`config.mk`:
```
export PLATFORM = sky130hd
export DESIGN_NAME = ctrl_lut_seq
export DESIGN_NICKNAME = d
export VERILOG_FILES = /design/src/rtl/ctrl_lut_seq.sv
export SDC_FILE = /design/constraint.sdc
export NUM_CORES = 1
export LEC_CHECK = 0
export CORE_MARGIN = 1
export CORE_UTILIZATION = 49
export DETAILED_ROUTE_END_ITERATION = 7
export GPL_ROUTABILITY_DRIVEN = 0
export PLACE_DENSITY = 0.65
export SLEW_MARGIN = 20
export SYNTH_ARGS = -nofsm -noshare
export SYNTH_HDL_FRONTEND = slang
export SYNTH_SLANG_ARGS = --single-unit
```
`constraint.sdc`:
```
create_clock -name CLK -period 18.3 [get_ports CLK]
set_input_delay 4.575 -clock CLK [delete_from_list [all_inputs] [get_ports CLK]]
set_output_delay 4.575 -clock CLK [all_outputs]
set_load 0.03 [all_outputs]
```
`src/rtl/ctrl_lut_seq.sv`:
```
// Registered control-word lookup for the SNACKS datapath: writable control store,
// zero-flag register and an LD/ST hold counter that back-pressures fetch.
module ctrl_lut_seq #(
   parameter int OPW     = 4,
   parameter int CW      = 6,
   parameter int MEM_LAT = 1,
   parameter int LD_OP   = 5,
   parameter int ST_OP   = 6
) (
   input  logic            CLK,
   input  logic            reset,
   input  logic            in_valid,
   output logic            in_ready,
   input  logic            in_mode,
   input  logic [OPW-1:0]  in_op,
   input  logic            flag_we,
   input  logic            alu_zero,
   input  logic            cfg_we,
   input  logic [OPW+1:0]  cfg_addr,
   input  logic [CW-1:0]   cfg_data,
   output logic            out_valid,
   output logic [CW-1:0]   out_ctrl,
   output logic            out_last,
   output logic            zflag
);

   localparam int AW    = OPW + 2;
   localparam int DEPTH = 2 ** AW;

   localparam logic [3:0]     LAT    = 4'(MEM_LAT);
   localparam logic [OPW-1:0] LD_OPC = OPW'(LD_OP);
   localparam logic [OPW-1:0] ST_OPC = OPW'(ST_OP);
   localparam logic [OPW-1:0] OP_BZ  = OPW'(10);
   localparam logic [OPW-1:0] OP_BNZ = OPW'(11);
   localparam logic [OPW-1:0] OP_JMP = OPW'(14);

   // Legacy table: mode 0 decodes only the opcode MSB; BZ/BNZ fold the flag into branch_taken.
   function automatic logic [CW-1:0] default_word(input logic [AW-1:0] addr);
      logic [OPW-1:0] op;
      logic [5:0]     w;
      op = addr[OPW:1];
      w  = 6'b000000;
      if (!addr[AW-1]) begin
         w = {5'b10000, op[OPW-1]};
      end else if (op == LD_OPC) begin
         w = 6'b100011;
      end else if (op == ST_OPC) begin
         w = 6'b010000;
      end else begin
         case (op)
            OP_JMP:  w = 6'b000100;
            OP_BZ:   w = {2'b00, addr[0], 3'b000};
            OP_BNZ:  w = {2'b00, ~addr[0], 3'b000};
            default: w = 6'b100010;
         endcase
      end
      return CW'(w);
   endfunction

   logic [CW-1:0]  store_q [DEPTH];
   logic [CW-1:0]  store_d [DEPTH];
   logic [3:0]     cnt_q, cnt_d;
   logic           out_valid_q, out_valid_d;
   logic [CW-1:0]  out_ctrl_q, out_ctrl_d;
   logic           zflag_q, zflag_d;
   logic [AW-1:0]  lookup_addr_s;
   logic           accept_s;
   logic           is_mem_s;

   assign in_ready  = (cnt_q == 4'd0);
   assign out_valid = out_valid_q;
   assign out_ctrl  = out_ctrl_q;
   assign out_last  = out_valid_q && (cnt_q == 4'd0);
   assign zflag     = zflag_q;

   // Next-state: lookup reads the pre-edge store and flag, so same-cycle writes are not forwarded.
   always_comb begin
      lookup_addr_s = {in_mode, in_op, zflag_q};
      accept_s      = in_valid && (cnt_q == 4'd0);
      is_mem_s      = in_mode && ((in_op == LD_OPC) || (in_op == ST_OPC));
      cnt_d         = cnt_q;
      out_valid_d   = 1'b0;
      out_ctrl_d    = out_ctrl_q;
      store_d       = store_q;
      if (accept_s) begin
         out_valid_d = 1'b1;
         out_ctrl_d  = store_q[lookup_addr_s];
         if (is_mem_s && (LAT != 4'd0)) begin
            cnt_d = LAT;
         end else begin
            cnt_d = 4'd0;
         end
      end else if (cnt_q != 4'd0) begin
         out_valid_d = 1'b1;
         cnt_d       = cnt_q - 4'd1;
      end else begin
         out_valid_d = 1'b0;
         cnt_d       = 4'd0;
      end
      if (flag_we) begin
         zflag_d = alu_zero;
      end else begin
         zflag_d = zflag_q;
      end
      if (cfg_we) begin
         store_d[cfg_addr] = cfg_data;
      end else begin
         store_d = store_q;
      end
   end

   // State registers; reset reloads the legacy table and drops any pending write.
   always_ff @(posedge CLK or posedge reset) begin
      if (reset) begin
         for (int i = 0; i < DEPTH; i++) begin
            store_q[i] <= default_word(AW'(i));
         end
         cnt_q       <= 4'd0;
         out_valid_q <= 1'b0;
         out_ctrl_q  <= '0;
         zflag_q     <= 1'b0;
      end else begin
         store_q     <= store_d;
         cnt_q       <= cnt_d;
         out_valid_q <= out_valid_d;
         out_ctrl_q  <= out_ctrl_d;
         zflag_q     <= zflag_d;
      end
   end

endmodule

```
==> flow_summary.toml <==
[power_and_ir_drop]
leakagePower_nw = 9.040
vdd_drop_max_mv = 0.05672
p_per_area_nw_per_um2 = 114.2

[setup_path]
cp_max_fo = 8
r2r_cells = 6
worstSetupPathType = "register to output pin"
rr_startpoint = "zflag"
r2r_end = "out_ctrl[2]"
worst_ep_required_time_ns = 13.73
worstSetupEndpointType = "output pin"
startpoint_type = "register"
crit_arrival_ns = 2.48
r2r_setup_slack_ns = 14.99

[final_layout]
drive_gt1_frac = 0.5573
final_common_cell = "mux2_2"
fillers = 2965
fin_area_um2 = 20420
layout_common_cells = "mux2_2, dfrtp_1, dfstp_2"
nets = 1247
area_growth_pct = 11.41
multi_input_area_um2 = 7864
ff_latch_area_um2 = 10040

[synthesis]
synth.area.top_cells = "dfrtp_1, mux2_2, dfstp_2"
syn_nets = 1235
ys_async_sr_fraction = 1.000
synth_top_area_cell = "dfrtp_1"
ys_types = 51
synth_mux_area_frac = 0.3586
synth_area_um2 = 18330
synthAdderAreaFrac = 0.001366
synth-compound-area-share = 0.02786
yosysTopAreaCellShare = 0.3987
synth_top_family_by_area = "multiplexers"
synth_ff_type = "dfrtp_1"
avgSynthCellArea_um2 = 15.14
synth-seq-cells = 396
synth_xor_area_frac = 0.0004779
ys_seq_area_frac = 0.5479
synth_edf_count = 0
synthCells = 1210
yosys.area_share.simple = 0.04028
synth_warnings = 0

[sta]
worst_pin_slew_ns = 1.061
rsz0062_at_grt = "no"
tns_ns = 0
slew-limit-headroom = 0.2887
hold_viol = 0
post-route-period-util = 0.3853
fmax_ghz = 0.1418
finClkSkew_ns = 0.01758
finalSetupViolations = 0
layout_min_cycle_time_ns = 7.052
drv_slew = 0

[route]
via_per_inst = 6.094
drt_iter0_markers = 712
vias = 10520
dr.pass1.iters = 7
wl_mm = 43.33
drc_errors = 0
wire_per_inst_um = 25.10
ant_nets = 0

[cts]
post_cts_buffers = 0
clockBufferDepth = 3
insertion_delay_ns = 0.55
numCtsBuffers = 44
post_cts_resize_count = 0
cts_sinks = 396
cts_hold_buffers = 0
clockRootBuffer = "clkbuf_16"
cts_tree = "yes"
htreeDepth = 2
clk_pin_slew_ns = 0.06

[grt]
grt_start_max_net_pins = 136
grt_overflow = 0
grt_use_met3 = 0.04680
grt_pass1_wl_mm = 68.08
grtUsageMet1 = 0.3388
grt_pass1_vias = 11020
top_usage_layer = "met2"
antenna_found_initial = 2
met2_usage = 0.3671
grt_use_total = 0.2363

[floorplan]
io_pins = 33
dieHeight_um = 195.4
dieArea_um2 = 38180
rows = 70
core-area_um2 = 36700
initial_core_util = 0.4994
die_w_um = 195.4

[job]
max-cap-violations = 0

[hold_path]
hold_path_end = "store_q[363]"
min_from = "store_q[363]"
hold_class = "register to register"
hold_path_depth = 1

[placed_design]
place_hpwl_mm = 26.72
port_buffers = 32
placed_cell_area_um2 = 18940

[status]
status = "finished, final reports clean"
[synth_stat cells (2+ instances only)]
| master | instances |
|---|---|
| nor2b_1 | 5 |
| and4_1 | 2 |
| and3b_1 | 3 |
| nand2_1 | 66 |
| a21oi_1 | 5 |
| mux4_2 | 86 |
| a22oi_1 | 34 |
| mux2_2 | 400 |
| ha_1 | 2 |
| buf_4 | 3 |
| clkbuf_1 | 55 |
| nand3b_1 | 3 |
| nor4_1 | 3 |
| o221ai_1 | 4 |
| dfstp_2 | 104 |
| mux2i_1 | 13 |
| and2_1 | 3 |
| buf_2 | 10 |
| a311oi_1 | 2 |
| nor3b_1 | 2 |
| nor2_1 | 40 |
| buf_1 | 7 |
| inv_1 | 6 |
| buf_6 | 5 |
| o21ai_0 | 3 |
| dfrtp_1 | 292 |
| o22ai_1 | 7 |
| nor3_2 | 2 |
| or2_2 | 4 |
| nor3_1 | 3 |
| nor3b_2 | 4 |
| a31oi_1 | 6 |
| nand3_1 | 3 |
| buf_12 | 2 |
| nand2b_1 | 5 |
[critical path, stage by stage (launching register included)]
cell,delay (ns)
dfrtp_1,0.39
inv_1,0.08
ha_1,0.16
nor3b_2,0.46
and2_1,0.19
clkdlybuf4s50_1,0.66
[worst max-delay path by stage]
| stage | start | to | slack (ns) |
|---|---|---|---|
| finish | cnt_q[0] | out_last | 11.25 |
| global placement | in_op[0] | out_ctrl[2] | 10.65 |
| CTS | cnt_q[0] | out_last | 11.17 |
| floorplan | reset | cnt_q[0] | 2.89 |
| detailed placement | reset | store_q[113] | 10.70 |
| global route | reset | store_q[119] | 10.95 |
[stage by stage]
stage	utilization	total power, mW	cells	hold slack (ns)	setup slack, ns
after floorplan	-	1.352	1210	0.4548	2.886
after global placement	0.5156	1.444	1643	0.4814	10.65
after detailed placement	0.5162	1.458	1644	0.4879	10.70
after CTS	0.5562	2.352	1724	0.5010	11.17
after global routing	0.5562	2.432	1724	0.5091	10.95
final	0.5563	2.332	1726	0.4997	11.25
[state kept, by name, summed over array words and instances (netlist names)]
name,count
cnt_q,4
out_ctrl,6
out_valid,1
store_q,384
zflag,1
[logic make-up (layout without fill, tap and decap cells)]
| kind of cell | Yosys count | count (layout) |
|---|---|---|
| other | 0 | 2 |
| AND/OR/NAND/NOR | 153 | 153 |
| AO/OA/AOI/OAI | 69 | 69 |
| multiplexers | 499 | 499 |
| adder cells (fa/ha/maj) | 2 | 2 |
| buffers and inverters | 90 | 136 |
| XOR/XNOR | 1 | 1 |
| flip-flops | 396 | 396 |
[layer usage]
layer / share of wire / wire [um] / vias up
li1: - / - / 4529
met1: 0.45 / 19410 / 5676
met2: 0.47 / 20490 / 241
met3: 0.057 / 2487 / 71
met4: 0.021 / 928 / 2
met5: 0.00028 / 12 / -
[cell type report]
cell class / count / share of cell area
sequential: 396 / 0.4919
multi-input combinational: 724 / 0.3852
clock buffer: 68 / 0.06533
tap: 468 / 0.02868
timing repair buffer: 48 / 0.02016
clock inverter: 12 / 0.006619
inverter: 8 / 0.001839
antenna: 2 / 0.0002451
[report_power, final]
group | switching, mW | total (mW) | internal, mW
sequential | 0.0682 | 1.09 | 1.02
clock | 0.347 | 0.890 | 0.543
combinational | 0.163 | 0.351 | 0.188
total | 0.578 | 2.33 | 1.75
Power figures use the tool's default switching activity.
